`src/rtl/lat_tester_ctrl_if.sv`:
```
// ---------------------------------------------------------------------------
// lat_tester_ctrl_if
// Bundles the signals between the latency-test sequencer and its surroundings.
// The video generator supplies VSYNC and reads lt_active/lt_mode. The
// photodiode front end supplies sensor_in. The status/display logic supplies
// trigger/mode_sel and reads the result.
//   trigger       start request level; the rising edge acts
//   mode_sel[1:0] requested box position (0 is invalid)
//   vsync_in      negative-polarity VSYNC, clk27 domain
//   sensor_in     asynchronous photodiode comparator, high = light
//   lt_active     latency-test pattern enable
//   lt_mode[1:0]  box position shown while the pattern is enabled
//   busy          sequencer is not idle
//   result_valid  a result is held in result_us
//   timeout       the held result is a timeout
//   result_us     measured latency in prescaler units
// Modports: master = driving side (controller/bench), slave = the sequencer.
// ---------------------------------------------------------------------------
interface lat_tester_ctrl_if;
    logic        trigger;
    logic [1:0]  mode_sel;
    logic        vsync_in;
    logic        sensor_in;
    logic        lt_active;
    logic [1:0]  lt_mode;
    logic        busy;
    logic        result_valid;
    logic        timeout;
    logic [15:0] result_us;

    modport master (
        output trigger, mode_sel, vsync_in, sensor_in,
        input  lt_active, lt_mode, busy, result_valid, timeout, result_us
    );

    modport slave (
        input  trigger, mode_sel, vsync_in, sensor_in,
        output lt_active, lt_mode, busy, result_valid, timeout, result_us
    );
endinterface

```
`src/rtl/lat_tester_ctrl.sv`:
```
// ---------------------------------------------------------------------------
// lat_tester_ctrl
// Sequencer for the display latency test. A trigger arms it. On the next
// VSYNC falling edge it enables the white test box. It then counts time in
// PRESCALE-cycle units until the debounced photodiode reports light. The box
// is then blanked, and the sequencer waits COOLDOWN_FRAMES dark frames before
// it accepts another trigger.
// Ports:
//   clk27    27 MHz pixel clock
//   reset_n  asynchronous active-low reset
//   lt_bus   lat_tester_ctrl_if.slave (trigger/mode/vsync/sensor in,
//            pattern control and result out)
// The measured count includes the rest of the VSYNC pulse, the back porch
// and the scan-out down to the box. This block applies no compensation.
// ---------------------------------------------------------------------------
module lat_tester_ctrl #(
    parameter int PRESCALE        = 27,
    parameter int TIMEOUT_US      = 50000,
    parameter int DEBOUNCE        = 8,
    parameter int COOLDOWN_FRAMES = 4
) (
    input  logic          clk27,
    input  logic          reset_n,
    lat_tester_ctrl_if.slave lt_bus
);

    localparam int PRESC_W = $clog2(PRESCALE + 1);
    localparam int DEB_W   = $clog2(DEBOUNCE + 1);
    localparam int FRAME_W = $clog2(COOLDOWN_FRAMES + 1);

    localparam logic [PRESC_W-1:0] PRESC_LAST  = PRESC_W'(PRESCALE - 1);
    localparam logic [DEB_W-1:0]   DEB_LAST    = DEB_W'(DEBOUNCE - 1);
    localparam logic [FRAME_W-1:0] FRAME_LAST  = FRAME_W'(COOLDOWN_FRAMES - 1);
    localparam logic [15:0]        TIMEOUT_CNT = 16'(TIMEOUT_US);

    typedef enum logic [1:0] {
        ST_IDLE    = 2'd0,
        ST_ARM     = 2'd1,
        ST_MEASURE = 2'd2,
        ST_COOL    = 2'd3
    } state_t;

    state_t state_r;
    state_t state_s;

    logic               sens_meta_r;
    logic               sens_sync_r;
    logic [DEB_W-1:0]   deb_cnt_r;
    logic               sens_hi_r;
    logic               trig_prev_r;
    logic               vs_prev_r;
    logic [1:0]         mode_lat_r;
    logic [PRESC_W-1:0] presc_r;
    logic [15:0]        lat_cnt_r;
    logic [FRAME_W-1:0] frame_cnt_r;

    logic               lt_active_r;
    logic [1:0]         lt_mode_r;
    logic               busy_r;
    logic               result_valid_r;
    logic               timeout_r;
    logic [15:0]        result_us_r;

    logic               trig_rise_s;
    logic               vs_fall_s;
    logic               accept_s;
    logic               start_s;
    logic               hit_s;
    logic               to_s;

    assign trig_rise_s = lt_bus.trigger & ~trig_prev_r;
    assign vs_fall_s   = vs_prev_r & ~lt_bus.vsync_in;

    // Synchronise the photodiode, then require DEBOUNCE consecutive high samples
    always_ff @(posedge clk27 or negedge reset_n) begin
        if (!reset_n) begin
            sens_meta_r <= 1'b0;
            sens_sync_r <= 1'b0;
            deb_cnt_r   <= {DEB_W{1'b0}};
            sens_hi_r   <= 1'b0;
        end else begin
            sens_meta_r <= lt_bus.sensor_in;
            sens_sync_r <= sens_meta_r;
            if (!sens_sync_r) begin
                deb_cnt_r <= {DEB_W{1'b0}};
                sens_hi_r <= 1'b0;
            end else if (deb_cnt_r == DEB_LAST) begin
                // The counter saturates here, so a long high stays registered
                deb_cnt_r <= deb_cnt_r;
                sens_hi_r <= 1'b1;
            end else begin
                deb_cnt_r <= deb_cnt_r + DEB_W'(1);
                sens_hi_r <= sens_hi_r;
            end
        end
    end

    // Previous-cycle copies of trigger and VSYNC for edge detection
    always_ff @(posedge clk27 or negedge reset_n) begin
        if (!reset_n) begin
            trig_prev_r <= 1'b0;
            vs_prev_r   <= 1'b0;
        end else begin
            trig_prev_r <= lt_bus.trigger;
            vs_prev_r   <= lt_bus.vsync_in;
        end
    end

    // Next-state decode and single-cycle action strobes
    always_comb begin
        state_s  = state_r;
        accept_s = 1'b0;
        start_s  = 1'b0;
        hit_s    = 1'b0;
        to_s     = 1'b0;
        case (state_r)
            ST_IDLE: begin
                if (trig_rise_s && (lt_bus.mode_sel != 2'd0)) begin
                    accept_s = 1'b1;
                    state_s  = ST_ARM;
                end else begin
                    state_s  = ST_IDLE;
                end
            end
            ST_ARM: begin
                // Do not start while the sensor already sees light
                if (vs_fall_s && !sens_hi_r) begin
                    start_s = 1'b1;
                    state_s = ST_MEASURE;
                end else begin
                    state_s = ST_ARM;
                end
            end
            ST_MEASURE: begin
                // Detection wins over a timeout in the same cycle
                if (sens_hi_r) begin
                    hit_s   = 1'b1;
                    state_s = ST_COOL;
                end else if (lat_cnt_r == TIMEOUT_CNT) begin
                    to_s    = 1'b1;
                    state_s = ST_COOL;
                end else begin
                    state_s = ST_MEASURE;
                end
            end
            ST_COOL: begin
                if (!sens_hi_r && vs_fall_s && (frame_cnt_r == FRAME_LAST)) begin
                    state_s = ST_IDLE;
                end else begin
                    state_s = ST_COOL;
                end
            end
            default: begin
                state_s = ST_IDLE;
            end
        endcase
    end

    // State register; busy follows the registered state
    always_ff @(posedge clk27 or negedge reset_n) begin
        if (!reset_n) begin
            state_r <= ST_IDLE;
            busy_r  <= 1'b0;
        end else begin
            state_r <= state_s;
            busy_r  <= (state_s != ST_IDLE);
        end
    end

    // Microsecond prescaler and latency counter
    always_ff @(posedge clk27 or negedge reset_n) begin
        if (!reset_n) begin
            presc_r   <= {PRESC_W{1'b0}};
            lat_cnt_r <= 16'd0;
        end else if (start_s) begin
            presc_r   <= {PRESC_W{1'b0}};
            lat_cnt_r <= 16'd0;
        end else if ((state_r == ST_MEASURE) && !hit_s && !to_s) begin
            if (presc_r == PRESC_LAST) begin
                presc_r   <= {PRESC_W{1'b0}};
                lat_cnt_r <= lat_cnt_r + 16'd1;
            end else begin
                presc_r   <= presc_r + PRESC_W'(1);
                lat_cnt_r <= lat_cnt_r;
            end
        end else begin
            presc_r   <= presc_r;
            lat_cnt_r <= lat_cnt_r;
        end
    end

    // Cool-down frame counter: dark VSYNC falls only; any light restarts it
    always_ff @(posedge clk27 or negedge reset_n) begin
        if (!reset_n) begin
            frame_cnt_r <= {FRAME_W{1'b0}};
        end else if ((state_r != ST_COOL) || sens_hi_r) begin
            frame_cnt_r <= {FRAME_W{1'b0}};
        end else if (vs_fall_s) begin
            frame_cnt_r <= frame_cnt_r + FRAME_W'(1);
        end else begin
            frame_cnt_r <= frame_cnt_r;
        end
    end

    // Mode latch, pattern control and result registers
    always_ff @(posedge clk27 or negedge reset_n) begin
        if (!reset_n) begin
            mode_lat_r     <= 2'd0;
            lt_active_r    <= 1'b0;
            lt_mode_r      <= 2'd0;
            result_valid_r <= 1'b0;
            timeout_r      <= 1'b0;
            result_us_r    <= 16'd0;
        end else if (accept_s) begin
            mode_lat_r     <= lt_bus.mode_sel;
            result_valid_r <= 1'b0;
            timeout_r      <= 1'b0;
        end else if (start_s) begin
            lt_active_r    <= 1'b1;
            lt_mode_r      <= mode_lat_r;
        end else if (hit_s) begin
            lt_active_r    <= 1'b0;
            lt_mode_r      <= 2'd0;
            result_us_r    <= lat_cnt_r;
            result_valid_r <= 1'b1;
        end else if (to_s) begin
            lt_active_r    <= 1'b0;
            lt_mode_r      <= 2'd0;
            result_us_r    <= 16'hFFFF;
            timeout_r      <= 1'b1;
            result_valid_r <= 1'b1;
        end else begin
            mode_lat_r     <= mode_lat_r;
            lt_active_r    <= lt_active_r;
            lt_mode_r      <= lt_mode_r;
            result_valid_r <= result_valid_r;
            timeout_r      <= timeout_r;
            result_us_r    <= result_us_r;
        end
    end

    assign lt_bus.lt_active    = lt_active_r;
    assign lt_bus.lt_mode      = lt_mode_r;
    assign lt_bus.busy         = busy_r;
    assign lt_bus.result_valid = result_valid_r;
    assign lt_bus.timeout      = timeout_r;
    assign lt_bus.result_us    = result_us_r;

endmodule
```
`src/flat_wrapper.sv`:
```
// flat-port wrapper written by rule: the top's interface ports become plain ports
module lat_tester_ctrl_flat 
#(
    parameter int PRESCALE        = 27,
    parameter int TIMEOUT_US      = 50000,
    parameter int DEBOUNCE        = 8,
    parameter int COOLDOWN_FRAMES = 4
)
  (clk27, reset_n, lt_bus_trigger, lt_bus_mode_sel, lt_bus_vsync_in, lt_bus_sensor_in, lt_bus_lt_active, lt_bus_lt_mode, lt_bus_busy, lt_bus_result_valid, lt_bus_timeout, lt_bus_result_us);
  lat_tester_ctrl_if lt_bus_i ();
  input  logic clk27;
  input  logic reset_n;
  input wire logic [$bits(lt_bus_i.trigger)-1:0] lt_bus_trigger;
  input wire logic [$bits(lt_bus_i.mode_sel)-1:0] lt_bus_mode_sel;
  input wire logic [$bits(lt_bus_i.vsync_in)-1:0] lt_bus_vsync_in;
  input wire logic [$bits(lt_bus_i.sensor_in)-1:0] lt_bus_sensor_in;
  output wire logic [$bits(lt_bus_i.lt_active)-1:0] lt_bus_lt_active;
  output wire logic [$bits(lt_bus_i.lt_mode)-1:0] lt_bus_lt_mode;
  output wire logic [$bits(lt_bus_i.busy)-1:0] lt_bus_busy;
  output wire logic [$bits(lt_bus_i.result_valid)-1:0] lt_bus_result_valid;
  output wire logic [$bits(lt_bus_i.timeout)-1:0] lt_bus_timeout;
  output wire logic [$bits(lt_bus_i.result_us)-1:0] lt_bus_result_us;
  assign lt_bus_i.trigger = lt_bus_trigger;
  assign lt_bus_i.mode_sel = lt_bus_mode_sel;
  assign lt_bus_i.vsync_in = lt_bus_vsync_in;
  assign lt_bus_i.sensor_in = lt_bus_sensor_in;
  assign lt_bus_lt_active = lt_bus_i.lt_active;
  assign lt_bus_lt_mode = lt_bus_i.lt_mode;
  assign lt_bus_busy = lt_bus_i.busy;
  assign lt_bus_result_valid = lt_bus_i.result_valid;
  assign lt_bus_timeout = lt_bus_i.timeout;
  assign lt_bus_result_us = lt_bus_i.result_us;
  lat_tester_ctrl #(.PRESCALE(PRESCALE), .TIMEOUT_US(TIMEOUT_US), .DEBOUNCE(DEBOUNCE), .COOLDOWN_FRAMES(COOLDOWN_FRAMES)) u_core (.clk27(clk27), .reset_n(reset_n), .lt_bus(lt_bus_i));
endmodule
```
`config.mk`:
```
export PLATFORM = sky130hd
export DESIGN_NAME = lat_tester_ctrl_flat
export DESIGN_NICKNAME = d
export VERILOG_FILES = /design/src/rtl/lat_tester_ctrl_if.sv /design/src/rtl/lat_tester_ctrl.sv /design/src/flat_wrapper.sv
export SDC_FILE = /design/constraint.sdc
export NUM_CORES = 1
export LEC_CHECK = 0
export CAP_MARGIN = 10
export CORE_UTILIZATION = 45
export CTS_BUF_LIST = sky130_fd_sc_hd__clkbuf_8
export CTS_CLUSTER_SIZE = 14
export DETAILED_ROUTE_END_ITERATION = 8
export PLACE_DENSITY = 0.68
export SYNTH_ARGS = -nofsm -noshare
export SYNTH_HDL_FRONTEND = slang
export SYNTH_SLANG_ARGS = --single-unit
```
`constraint.sdc`:
```
create_clock -name clk27 -period 2.8 [get_ports clk27]
set_input_delay 0.56 -clock clk27 [delete_from_list [all_inputs] [get_ports clk27]]
set_output_delay 0.56 -clock clk27 [all_outputs]
set_load 0.005 [all_outputs]
```
# After elaboration in Yosys (flattened, before gate mapping)
# Cells that the tools add are included.
# totals
reg_bits	59
latchBits	0
ramBits	0
romBits	0
in_bits	7
output_inout_bits	22
wordCells	105
memories	0
# op_classes
add_sub_neg	4
multipliers	0
div_mod_pow	0
n_lt_le_gt_ge	0
n_eq_ne	12
shifts	0
muxes	42
n_bitwise	6
reduce_logical	24
# ops
operator	n
16-bit two-way mux	5
1-bit two-way mux	23
16-bit by 1-bit adder with 16-bit output (second input constant)	1
16-bit equality test (second input constant)	1
5-bit two-way mux	3
2-bit nonzero test	7
2-bit two-way mux	6
4-bit two-way mux	2
2-bit case mux with 4 select lines	1
3-bit two-way mux	2
2-bit != test (second input constant)	3
2-bit AND reduction	3
3-bit AND reduction	2
3-bit nonzero test	2
5-bit by 1-bit adder with 5-bit output (second input constant)	1
5-bit equality test (second input constant)	1
1-bit logical AND	5
4-bit by 1-bit adder with 4-bit output (second input constant)	1
2-bit equality test (second input constant)	2
4-bit by 3-bit equality test with 1-bit output (second input constant)	1
2-bit by 1-bit != test with 1-bit output (second input constant)	2
1-bit inverter	4
3-bit by 1-bit adder with 3-bit output (second input constant)	1
3-bit by 2-bit equality test with 1-bit output (second input constant)	1
5 further kinds	8

# Logic depth before layout (Yosys ltp)
# logic_depth
word_depth	8
mapped_depth	8
ltp_nobuf	6

# Worst setup path before layout
# OpenSTA, ideal clock, no wires.
# synth_timing
path_kind	reg2reg
start	reg u_core.lat_cnt_r[0]
end	reg u_core.presc_r[3]
arrival_ps	1785
path_slack_ps	937
stages_incl_launch_ff	9
synth_period_minus_slack_ps	1863
path_cell_list	dfrtp_1 -> inv_1 -> ha_1 -> nor4bb_1 -> and4_1 -> buf_6 -> buf_6 -> or4_1 -> a21oi_1
# synth_via
elab_chain_cells	7
# synth_rtl
item	line	source
from (decl)	lat_tester_ctrl.sv:54	logic [15:0] lat_cnt_r;
from (signal assigned)	lat_tester_ctrl.sv:181	lat_cnt_r <= lat_cnt_r + 16'd1;
from (signal assigned)	lat_tester_ctrl.sv:184	lat_cnt_r <= lat_cnt_r;
from (signal assigned)	lat_tester_ctrl.sv:188	lat_cnt_r <= lat_cnt_r;
16-bit equality test	lat_tester_ctrl.sv:139	end else if (lat_cnt_r == TIMEOUT_CNT) begin
1-bit two-way mux	lat_tester_ctrl.sv:139	
1-bit two-way mux	lat_tester_ctrl.sv:136	if (sens_hi_r) begin
1-bit two-way mux	lat_tester_ctrl.sv:116	case (state_r)
1-bit zero test	lat_tester_ctrl.sv:178	end else if ((state_r == ST_MEASURE) && !hit_s && !to_s) begin
1-bit logical AND	lat_tester_ctrl.sv:178	
2-bit nonzero test (no source line)	-	
to (signal assigned)	lat_tester_ctrl.sv:176	presc_r <= {PRESC_W{1'b0}};
to (signal assigned)	lat_tester_ctrl.sv:180	presc_r <= {PRESC_W{1'b0}};
to (signal assigned)	lat_tester_ctrl.sv:183	presc_r <= presc_r + PRESC_W'(1);
to (decl)	lat_tester_ctrl.sv:53	logic [PRESC_W-1:0] presc_r;
# Every way passes these cells.
# A chain may end at the register's enable or synchronous reset.

# Worst setup path in the final report
# layout_timing
start	reg u_core.lat_cnt_r[1]
end	reg u_core.result_us_r[5], in the netlist u_core.lt_bus.result_us[5]
# layout_via
elab_chain_cells	6
# layout_rtl
item	line	source
16-bit equality test	lat_tester_ctrl.sv:139	
1-bit two-way mux	lat_tester_ctrl.sv:139	
1-bit two-way mux	lat_tester_ctrl.sv:136	
1-bit two-way mux	lat_tester_ctrl.sv:116	
2-bit nonzero test (no source line)	-	
3-bit AND reduction (no source line)	-	
to (signal assigned)	lat_tester_ctrl.sv:224	result_us_r <= lat_cnt_r;
to (signal assigned)	lat_tester_ctrl.sv:238	result_us_r <= result_us_r;
to (decl)	lat_tester_ctrl.sv:62	logic [15:0] result_us_r;
# Every way passes these cells.

==> out/metrics.cfg <==
[outcome]
outcome = finished clean

[synth]
synth.avg_cell_area_um2 = 10.90
seq_area_frac_synth_pct = 54.83
synth_top_area_share_pct = 54.83
synth_cells = 247
syn_nets = 261
syn_area_um2 = 2693
async_reset_ff_share_pct = 100.0
synth_edf_count = 0
synthFlopType = dfrtp_1
netlist_top_cells_area = dfrtp_1, o22a_1, nand2_1
synth.distinct_cells = 45
ys_ff_latch = 59
synth.yosys.warnings = 0
synth_top_area_cell = dfrtp_1

[grt]
grt_use_total_pct = 20.21
overflow = 0
grt_max_degree = 60
antenna_found_initial = 0
grt_pass1_vias = 2007
grt_pass1_wl_um = 9618

[detailed_routing]
drt-initial-drc-count = 173
vias = 2043
drcViolationCount = 0
ant_nets = 0
via_per_inst = 5.723
wl_um = 5608
drt_pre_antenna_iters = 5
routedWlPerCell_um = 15.71

[hold_path]
hp-class = input port to async pin

[timing]
setup_violations = 0
whs_ps = 233.8
setup-tns-final_ps = 0
min_period_ps = 2315
post-route-period-util_pct = 82.68
slew_viol_final = 0
rsz0062_at_grt = no
fin_skew_ps = 11.83
hold_viol_final = 0
max_slew.worst_pin.slew_ps = 661.0
max_freq_mhz = 432.0
max_slew_margin_pct = 55.47

[final_layout]
antenna_cells = 0
mostFrequentLayoutCells = dfrtp_1, clkdlybuf4s50_1, nand2_1
syn_to_final_growth_pct = 20.86
drive_gt1_share_pct = 8.421
nets = 294
final_common_cell = dfrtp_1

[worst_setup_path]
critPathMaxStageDelay_ps = 530
reg2reg_depth = 7
cp-start-kind = register
critPathTopFamily = simple AND/OR/NAND/NOR gates
slowest_stage = and4_1
worst_ep_required_time_ps = 3060
path_class = register to register
path_buf_inv = 2
critPathMaxFanout = 15
critical_path.cell_chain = inv_1 -> ha_1 -> nor4bb_1 -> and4_1 -> o21a_1 -> buf_4 -> o22a_1
worstPathArrival_ps = 2570
end_kind = register
path_depth = 7

[floorplanning]
start_util_pct = 47.73
ios = 29
dieArea_um2 = 6297
die_width_um = 79.36
rows = 27
core_area_um2 = 5642
dieHeight_um = 79.36

[clock_tree]
cts_root_buf = clkbuf_8
worstSkewPairLatency_ps = 330
clockBufferDepth = 2
cts_buffers = 9
cts_post_setup_buffers_inserted = 0
clkSlewWorstSetupHoldPaths_ps = 70
holdBufCountCts = 0
cts_tree = yes
cts.sinks = 59
cts_resized = 0
h-tree-depth = 3

[power_and_ir_drop]
leakagePower_nw = 1.394
powerDensity_nw_per_um2 = 892.3
irDropWorstVdd_v = 0.0004951

[place]
finalWeightedCongestion = 0.7505
numPortBuffers = 28
dp_hpwl_um = 3681

[run]
max_cap_violations = 0

-- final timing paths --
path	startpoint	endpoint	slack [ps]
worst max-delay path	u_core.lat_cnt_r[1]$_DFFE_PN0P_	u_core.lt_bus.result_us[5]$_DFFE_PN0P_	480
worst min-delay path	reset_n	u_core.lat_cnt_r[5]$_DFFE_PN0P_	230
worst max register to register	u_core.lat_cnt_r[1]$_DFFE_PN0P_	u_core.lt_bus.result_us[5]$_DFFE_PN0P_	480
worst min register to register	u_core.sens_meta_r$_DFF_PN0_	u_core.sens_sync_r$_DFF_PN0_	370
max in group asynchronous	reset_n	u_core.mode_lat_r[1]$_DFFE_PN0P_	2320
min in group clk27	u_core.sens_meta_r$_DFF_PN0_	u_core.sens_sync_r$_DFF_PN0_	370
-- metal layers --
layer  track usage [%]  wire (um)
met1             28.96       2805
met3             5.172        231
met4             8.545         27
met5                 0          0
met2             28.88       2543
-- layout make-up --
type	count	area [um^2]
clock inverters	7	85.08
multi-input cells	170	1131
clock buffers	9	123.9
repair buffers	32	317.8
flip-flops and latches	59	1476
well taps	72	90.09
fillers	499	2387
inverters	8	30.03
-- stage by stage --
step	worst slack, ps	instances	area, um^2	power [mW]	utilization, %
2_1_floorplan	937.3	247	2693	1.756	-
3_3_place_gp	488.7	341	3045	2.059	53.98
3_5_place_dp	381.3	341	3045	2.085	53.98
4_1_cts	504.0	357	3254	2.919	57.68
5_1_grt	350.2	357	3254	3.094	57.68
6_report	484.9	357	3254	2.904	57.68
-- worst reg2reg max path, delay by kind of cell (launching register included) --
family | cells | cell delay, ps
compound gates | 2 | 480
flops | 1 | 450
fa+ha+maj | 1 | 150
buf+inv | 2 | 360
simple gates | 2 | 800
-- synthesized netlist by cell type, types with 3 or more instances --
cell type and count:
dfrtp_1 59, nand3b_1 3, a21oi_1 12, nand4_1 8, o21a_1 3, o21ai_0 13, nand3_1 9, xnor2_1 3
nor2_1 8, ha_1 7, o31ai_1 8, clkbuf_1 6, inv_1 8, or4_1 8, mux2i_1 6, nand2_1 24
or3_1 3, o22a_1 15, nor2b_1 3, nor3_1 4
-- registers in the layout, summed over array words and instances, names as in the netlist, 2 cells and up --
name                     count
u_core.state_r               2
u_core.mode_lat_r            2
u_core.lat_cnt_r            16
u_core.presc_r               5
u_core.frame_cnt_r           3
u_core.lt_bus.lt_mode        2
u_core.lt_bus.result_us     16
u_core.deb_cnt_r             4
-- cells by family (layout without fill, tap and decap cells) --
logic type               Yosys count  after routing  synth area share, %
AND/OR/NAND/NOR                   91             91                19.47
AO/OA/AOI/OAI                     62             62                15.66
XOR/XNOR                           3              3               0.9760
buffers and inverters             18             56                3.160
flip-flops                        59             59                54.83
multiplexers                       7              7                2.649
adder cells (fa/ha/maj)            7              7                3.253
-- power breakdown --
group | leakage (nW) | internal, mW | switching (mW)
clock network | 0.112 | 0.491 | 0.332
registers | 0.752 | 1.09 | 0.274
logic | 0.531 | 0.406 | 0.307
total | 1.39 | 1.99 | 0.914
Note: power is estimated with default switching activity, not from simulation.
